File: src/rtl/pc_fetch_unit.sv
// Program-counter stage of the single-cycle MIPS core: holds the PC, picks the
// next PC (sequential/branch/jump/jr), counts retired instructions, detects halt/fault.
module pc_fetch_unit #(
   parameter logic [31:0] RESET_PC   = 32'h0000_0000,
   parameter int          IMEM_WORDS = 32,
   parameter int          CNT_W      = 32
) (
   input  logic             clk,
   input  logic             rst_n,
   input  logic             stall,
   input  logic [5:0]       op,
   input  logic [5:0]       func,
   input  logic [15:0]      imm,
   input  logic [25:0]      addr,
   input  logic [31:0]      rs_data,
   input  logic [31:0]      rt_data,
   output logic [31:0]      pc,
   output logic [31:0]      pc_plus4,
   output logic [CNT_W-1:0] retired,
   output logic             halted,
   output logic             fault
);

   typedef enum logic [1:0] {S_RUN, S_HALT, S_FAULT} state_t;

   // One bit wider than the PC so that a 4 GiB memory size cannot overflow.
   localparam logic [32:0] IMEM_BYTES = 33'(IMEM_WORDS) * 33'd4;

   localparam logic [5:0] OP_RTYPE = 6'h00;
   localparam logic [5:0] OP_J     = 6'h02;
   localparam logic [5:0] OP_JAL   = 6'h03;
   localparam logic [5:0] OP_BEQ   = 6'h04;
   localparam logic [5:0] OP_BNE   = 6'h05;
   localparam logic [5:0] FN_JR    = 6'h08;

   state_t           state_q, state_d;
   logic [31:0]      pc_q, pc_d;
   logic [CNT_W-1:0] retired_q, retired_d;
   logic             halted_q, halted_d;
   logic             fault_q, fault_d;

   logic [31:0]      next_pc;
   logic [31:0]      branch_target;
   logic             branch_taken;
   logic             next_illegal;

   assign pc_plus4      = pc_q + 32'd4;
   assign branch_target = pc_plus4 + {{14{imm[15]}}, imm, 2'b00};
   assign branch_taken  = ((op == OP_BEQ) && (rs_data == rt_data)) ||
                          ((op == OP_BNE) && (rs_data != rt_data));

   always_comb begin
      next_pc = pc_plus4;
      if ((op == OP_RTYPE) && (func == FN_JR)) begin
         next_pc = rs_data;
      end else if ((op == OP_J) || (op == OP_JAL)) begin
         next_pc = {pc_plus4[31:28], addr, 2'b00};
      end else if (branch_taken) begin
         next_pc = branch_target;
      end
   end

   assign next_illegal = (next_pc[1:0] != 2'b00) || ({1'b0, next_pc} >= IMEM_BYTES);

   // Only the selected next_pc is checked, so a not-taken branch to an
   // illegal target never faults.
   always_comb begin
      state_d   = state_q;
      pc_d      = pc_q;
      retired_d = retired_q;
      if ((state_q == S_RUN) && !stall) begin
         if (next_pc == pc_q) begin
            state_d   = S_HALT;
            retired_d = retired_q + CNT_W'(1);
         end else if (next_illegal) begin
            state_d   = S_FAULT;
         end else begin
            pc_d      = next_pc;
            retired_d = retired_q + CNT_W'(1);
         end
      end
      halted_d = (state_d == S_HALT);
      fault_d  = (state_d == S_FAULT);
   end

   always_ff @(posedge clk or negedge rst_n) begin
      if (!rst_n) begin
         state_q   <= S_RUN;
         pc_q      <= RESET_PC;
         retired_q <= '0;
         halted_q  <= 1'b0;
         fault_q   <= 1'b0;
      end else begin
         state_q   <= state_d;
         pc_q      <= pc_d;
         retired_q <= retired_d;
         halted_q  <= halted_d;
         fault_q   <= fault_d;
      end
   end

   assign pc      = pc_q;
   assign retired = retired_q;
   assign halted  = halted_q;
   assign fault   = fault_q;

endmodule

File: config.mk
export PLATFORM = sky130hd
export DESIGN_NAME = pc_fetch_unit
export DESIGN_NICKNAME = d
export VERILOG_FILES = /design/src/rtl/pc_fetch_unit.sv
export SDC_FILE = /design/constraint.sdc
export NUM_CORES = 1
export LEC_CHECK = 0
export CAP_MARGIN = 20
export CELL_PAD_IN_SITES_DETAIL_PLACEMENT = 0
export CELL_PAD_IN_SITES_GLOBAL_PLACEMENT = 1
export CORE_MARGIN = 10
export CORE_UTILIZATION = 24
export DETAILED_ROUTE_END_ITERATION = 8
export PLACE_DENSITY = 0.57
export SETUP_SLACK_MARGIN = 0.2
export SYNTH_ARGS = -nofsm -noshare
export SYNTH_HDL_FRONTEND = slang
export SYNTH_SLANG_ARGS = --single-unit
File: constraint.sdc
create_clock -name clk -period 7.1 [get_ports clk]
set_clock_uncertainty 0.1 [all_clocks]
set_input_delay 1.42 -clock clk [delete_from_list [all_inputs] [get_ports clk]]
set_output_delay 1.42 -clock clk [all_outputs]
set_load 0.03 [all_outputs]
* Word level (Yosys, flattened, before mapping)
Index checks and enable logic that the tools add are counted.
Word-level totals: register bits after elaboration 68, bits in latches 0, bits in writable memories 0, bits in read-only memories 0, input port bits 121, output and inout bits 98, word-level logic and storage cells 43, memories kept 0
Cells by class: $add $sub $neg 3, multiply operators 0, divide/modulo/power cells 0, order comparisons 1, equality and inequality tests 11, shift-type cells 0, mux-type cells 8, bitwise gates (word level) 2, reduce and logical (&&, ||, !) cells 13
Operator list (count):
- two-way mux 32 bit | 5
- equality test 32 bit | 2
- adder 32 x 1 -> 32 bit, second input constant | 1
- adder 32 x 3 -> 32 bit, second input constant | 1
- adder 32 bit | 1
- >= comparator 32 x 8 -> 1 bit, second input constant | 1
- != test 32 bit | 1
- equality test 6 x 2 -> 1 bit, second input constant | 2
- equality test 6 x 3 -> 1 bit, second input constant | 2
- equality test 6 x 4 -> 1 bit, second input constant | 1
- zero test 6 bit | 1
- two-way mux 2 bit | 3
- logical AND 1 bit | 4
- logical OR 1 bit | 3
- AND reduction 3 bit | 1
- equality test 2 x 1 -> 1 bit, second input constant | 1
- equality test 2 bit, second input constant | 1
- zero test 2 bit | 1
- != test 2 x 1 -> 1 bit, second input constant | 1
- inverter 1 bit | 2
- AND reduction 2 bit | 1
- nonzero test 2 bit | 1
- zero test 1 bit | 1

* Longest topological paths before layout
word-level depth 12, mapped depth 25, mapped depth without buffers 20

* Worst setup path before layout
Ideal clock, no wire load.
kind reg-to-reg, start point register pc_q[4], in the netlist pc[4], end point register retired_q[28], in the netlist retired[28], library setup time 0.134 ns, arrival time 6.231 ns, data required time 6.866 ns, slack 0.635 ns, cell stages (with the launch flop) 24, path buffers 5, clock period less this slack 6.465 ns, cell sequence dfrtp_1 > clkbuf_1 > nand3_1 > or2_2 > or4_1 > clkbuf_1 > xnor2_1 > ha_1 > clkbuf_1 > nand2_1 > o21ai_0 > a2111oi_0 > nand2_1 > xor2_1 > mux2i_1 > mux2_2 > a211o_1 > nor4b_1 > and4_1 > buf_2 > o21ai_2 > buf_6 > or3b_1 > xnor2_1
Between the ends: longest elaborated chain between the ends 9, elaborated cells between the ends (all ways) 11, classes of those cells add/sub: 2; order compare: 1; eq/ne: 2; mux: 4; reduce/logical: 2
RTL lines:
- start: declaration | line 37 | logic [31:0] pc_q, pc_d;
- start signal: assignment | line 95 | pc_q <= pc_d;
- adder 32 x 3 -> 32 bit * | line 47 | assign pc_plus4 = pc_q + 32'd4;
- net pc_plus4[15] | line 18 | output logic [31:0] pc_plus4,
- adder 32 bit | line 48 | assign branch_target = pc_plus4 + {{14{imm[15]}}, imm, 2'b00};
- two-way mux 32 bit * | line 58 | end else if (branch_taken) begin
- two-way mux 32 bit * | line 56 | end else if ((op == OP_J) || (op == OP_JAL)) begin
- two-way mux 32 bit * | line 54 | if ((op == OP_RTYPE) && (func == FN_JR)) begin
- >= comparator 32 x 8 -> 1 bit | line 63 | assign next_illegal = (next_pc[1:0] != 2'b00) || ({1'b0, next_pc} >= IMEM_BYTES);
- logical OR 1 bit | line 63
- != test 2 x 1 -> 1 bit (no source line)
- AND reduction 2 bit (no source line)
- end signal: assignment | line 96 | retired_q <= retired_d;
- end: declaration | line 38 | logic [CNT_W-1:0] retired_q, retired_d;
Mark *: on every way through the listed nets, which the timed path passes. The rest lies on a longest branch. A chain may end at the register's enable or synchronous reset.

* Worst setup path after layout
start point register pc_q[5], in the netlist pc[5], end point register pc_q[4], in the netlist pc[4]
Between the ends: longest elaborated chain between the ends 9, elaborated cells between the ends (all ways) 11, classes of those cells add/sub: 2; order compare: 1; eq/ne: 1; mux: 3; bitwise: 2; reduce/logical: 2
RTL lines (line):
- adder 32 x 3 -> 32 bit | 47
- adder 32 bit | 48
- two-way mux 32 bit | 58
- two-way mux 32 bit | 56
- two-way mux 32 bit | 54
- >= comparator 32 x 8 -> 1 bit | 63
- logical OR 1 bit | 63
- inverter 1 bit (no source line)
- AND reduction 3 bit (no source line) *
Every way passes the cells marked *; elsewhere a longest branch is shown, timed or not.

==> results.md <==
- Outcome: finished, final reports clean
- Final TNS setup: 0 ns
- Share of layout cells above drive strength 1: 8.92%
- Leading area contributor after synthesis: dfrtp_1
- Crit path from: pc[5]$_DFFE_PN0P_
- Largest net degree at the start of global routing: 69
- Asr flop ratio synth: 100%
- Largest family of logic cells by synthesized area: simple AND/OR/NAND/NOR gates
- Crit start category: flop
- DR vias: 9425
- Post-synth EDFFs: 0
- Antenna violations before repair: 0
- Hold_ws: 0.390 ns
- Synth Area in Compound Gates: 23.4%
- Core area: 33400 um2
- Initial DRC count: 881
- Syn avg cell area: 7.56 um2
- Root buf cell: clkbuf_16
- Initial Util: 24.2%
- Multi-input gate area: 5970 um2
- Slew headroom: 36.6%
- FF+latch area: 1700 um2
- Inserted Diodes: 0
- Most instantiated library cell after synthesis: nand2_1
- Maximum clock frequency: 0.155 GHz
- Simple-gate share of the synthesized area: 29.2%
- Worst hold start: retired[12]$_DFFE_PN0P_
- Crit path time final: 6.46 ns
- Startpoint of the worst register-to-register path: pc[5]$_DFFE_PN0P_
- Final core occ: 34.2%
- Hold Crit Class: flop to flop
- Total CTS buffers: 9
- Final ANT Viol Nets: 0
- Warnings from Yosys: 0
- Final Max Slew Viols: 0
- Gpl congestion: 0.926
- Synth unique cells: 79
- Pleak: 4.65 nW
- Site Rows: 67
- Worst-margin pin slew: 0.951 ns
- Clock Tree Buf Depth: 2
- CTS clock-pin slew for the worst setup and hold paths: 0.06 ns
- Multiplexer area fraction after synthesis: 2.50%
- Final setup vio count: 0
- WS Path Type: flop to flop
- Worst setup EP type: flop
- Worst skew pair latency: 0.34 ns
- Wire length per cell: 24.3 um
- Synthesized Nets: 1221
- Synthesized-area fraction occupied by adder cells: 5.37%
- Hold Buf Count CTS: 0
- Vias/cell: 5.36
- Drt first pass iters: 5
- P per Cell Area: 95.7 nW/um2
- Area delta synth->final: 41.4%
- Design Power: 1.09 mW
- Port Buf Inserts: 218
- Filler cells: 3658
- Synth Instances: 1066
- #FFs+latches synth: 68
- Routed Wire Length: 42700 um
- Num Clock Sinks: 68
- Main area contributors after synthesis: dfrtp_1 (21%), xor2_1 (8.0%), xnor2_1 (5.3%)
- Synth Area in XOR/XNOR: 13.4%
- Critical Path Fanout Max: 12
- Number of max-cap violations: 0
- Final period util: 91.0%
- Finished Cell Area: 11400 um2
- Post-synth top area share: 21.1%
- H-Tree Level Count: 3
- Remaining global-route overflow: 0
- Mapped cell area: 8060 um2
- Ports: 219
- Detailed Place HPWL: 35100 um
- # DRC: 0
- Vias in the first global route: 9247
- Setup bufs post-CTS: 0
- DIE HEIGHT: 203 um
- Nets: 1462
- Die width: 203 um
- RSZ-0062 raised after global routing: no
- Die ar.: 41300 um2
- Final Hold Viols: 0
- Gr usage total: 19.9%
- Cell Area, Placed: 11100 um2
- First-pass GRT wire length: 62800 um
- Synth top cells by count: nand2_1 (89), nor2_1 (85), xor2_1 (74)
- Required @ worst endpoint: 7.22 ns
- Post-CTS sizing: 0
- Worst path arrival time: 6.58 ns
- Most frequently used flop master after synthesis: dfrtp_1
- Worst IR Drop VDD: 0.000140 V
- Sequential area share after synthesis: 21.1%
- CTS tree: built
==> per-stage QoR <==
stage	setup slack, ns	cells
floorplan	0.635	1066
global placement	0.567	1744
detailed placement	0.509	1744
CTS	0.682	1760
global route	0.243	1760
finish	0.641	1760
==> final timing paths <==
| kind | cells past startpoint | to | slack [ns] |
|---|---|---|---|
| hold reg to reg | 1 | retired[12]$_DFFE_PN0P_ | 0.39 |
| min in group asynchronous | 1 | pc[7]$_DFFE_PN0P_ | 1.10 |
| max in group asynchronous | 1 | halted$_DFF_PN0_ | 5.14 |
| hold / removal | 1 | retired[12]$_DFFE_PN0P_ | 0.39 |
| setup reg to reg | 18 | pc[4]$_DFFE_PN0P_ | 0.64 |
| setup / recovery | 18 | pc[4]$_DFFE_PN0P_ | 0.64 |
==> final cells by class <==
class,instances,share of cell area (%)
tap,448,4.92
inverter,33,1.09
multi-input combinational,904,52.4
timing repair buffer,291,24.1
sequential,68,14.9
clock buffer,10,2.01
clock inverter,6,0.560
==> worst max-delay path, cell delays in order (launching register included) <==
cell and delay (ns):
dfrtp_1 0.56, nand2_1 0.14, or2_2 0.32, or4_1 0.71
xnor2_1 0.33, ha_1 0.44, and2_1 0.25, a2111oi_0 0.45
buf_4 0.19, a21oi_1 0.08, buf_4 0.15, nor3b_1 0.13
nor4_1 0.28, nor3_1 0.13, nor4_1 0.46, o2111ai_1 0.30
nor4_4 0.41, nor3b_4 0.53, mux2_2 0.39
==> cells by family after synthesis <==
kind of cell	count (synthesis)
AO/OA/AOI/OAI	281
flip-flops	68
buffers and inverters	94
AND/OR/NAND/NOR	447
adder cells (fa/ha/maj)	34
multiplexers	19
XOR/XNOR	123
==> flip-flops by register name, summed over array words and instances (netlist names) <==
| signal | flops |
|---|---|
| retired | 32 |
| pc | 32 |
| halted | 1 |
| state_q | 2 |
| fault | 1 |
==> layout by cell type (no fill, tap or decap), types with 5 or more instances in the layout <==
master and n:
a211oi_1 10, a21o_1 19, a21oi_1 65, a221oi_1 6, a22oi_1 6, a311oi_1 6
a31oi_1 13, and2_1 12, and3_1 15, and4_1 6, buf_4 72, clkbuf_16 9
clkdlybuf4s50_1 217, dfrtp_1 68, ha_1 33, inv_1 33, mux2_2 9, mux2i_1 10
nand2_1 89, nand2b_1 12, nand3_1 42, nand4_1 26, nor2_1 84, nor2b_1 32
nor3_1 44, nor3b_1 6, nor4_1 28, o2111ai_1 6, o211ai_1 14, o21a_1 8
o21ai_0 55, o22ai_1 13, o31ai_1 5, or2_2 5, or3_1 16, or4_1 6
xnor2_1 49, xor2_1 74
==> layer usage <==
layer / part of all wire, % / vias up / track usage [%]
met5: 0 / - / 0
met4: 2.2 / 0 / 5.25
met3: 6.8 / 43 / 3.27
met2: 45 / 396 / 31.0
met1: 46 / 4542 / 27.9
li1: - / 4444 / -
==> where the power goes <==
part / internal (mW) / total (mW) / switching (mW)
Combinational: 0.113 / 0.248 / 0.135
Sequential: 0.387 / 0.387 / 0.000000216
Clock: 0.272 / 0.456 / 0.184
Total: 0.772 / 1.09 / 0.319
Power figures use the tool's default switching activity.
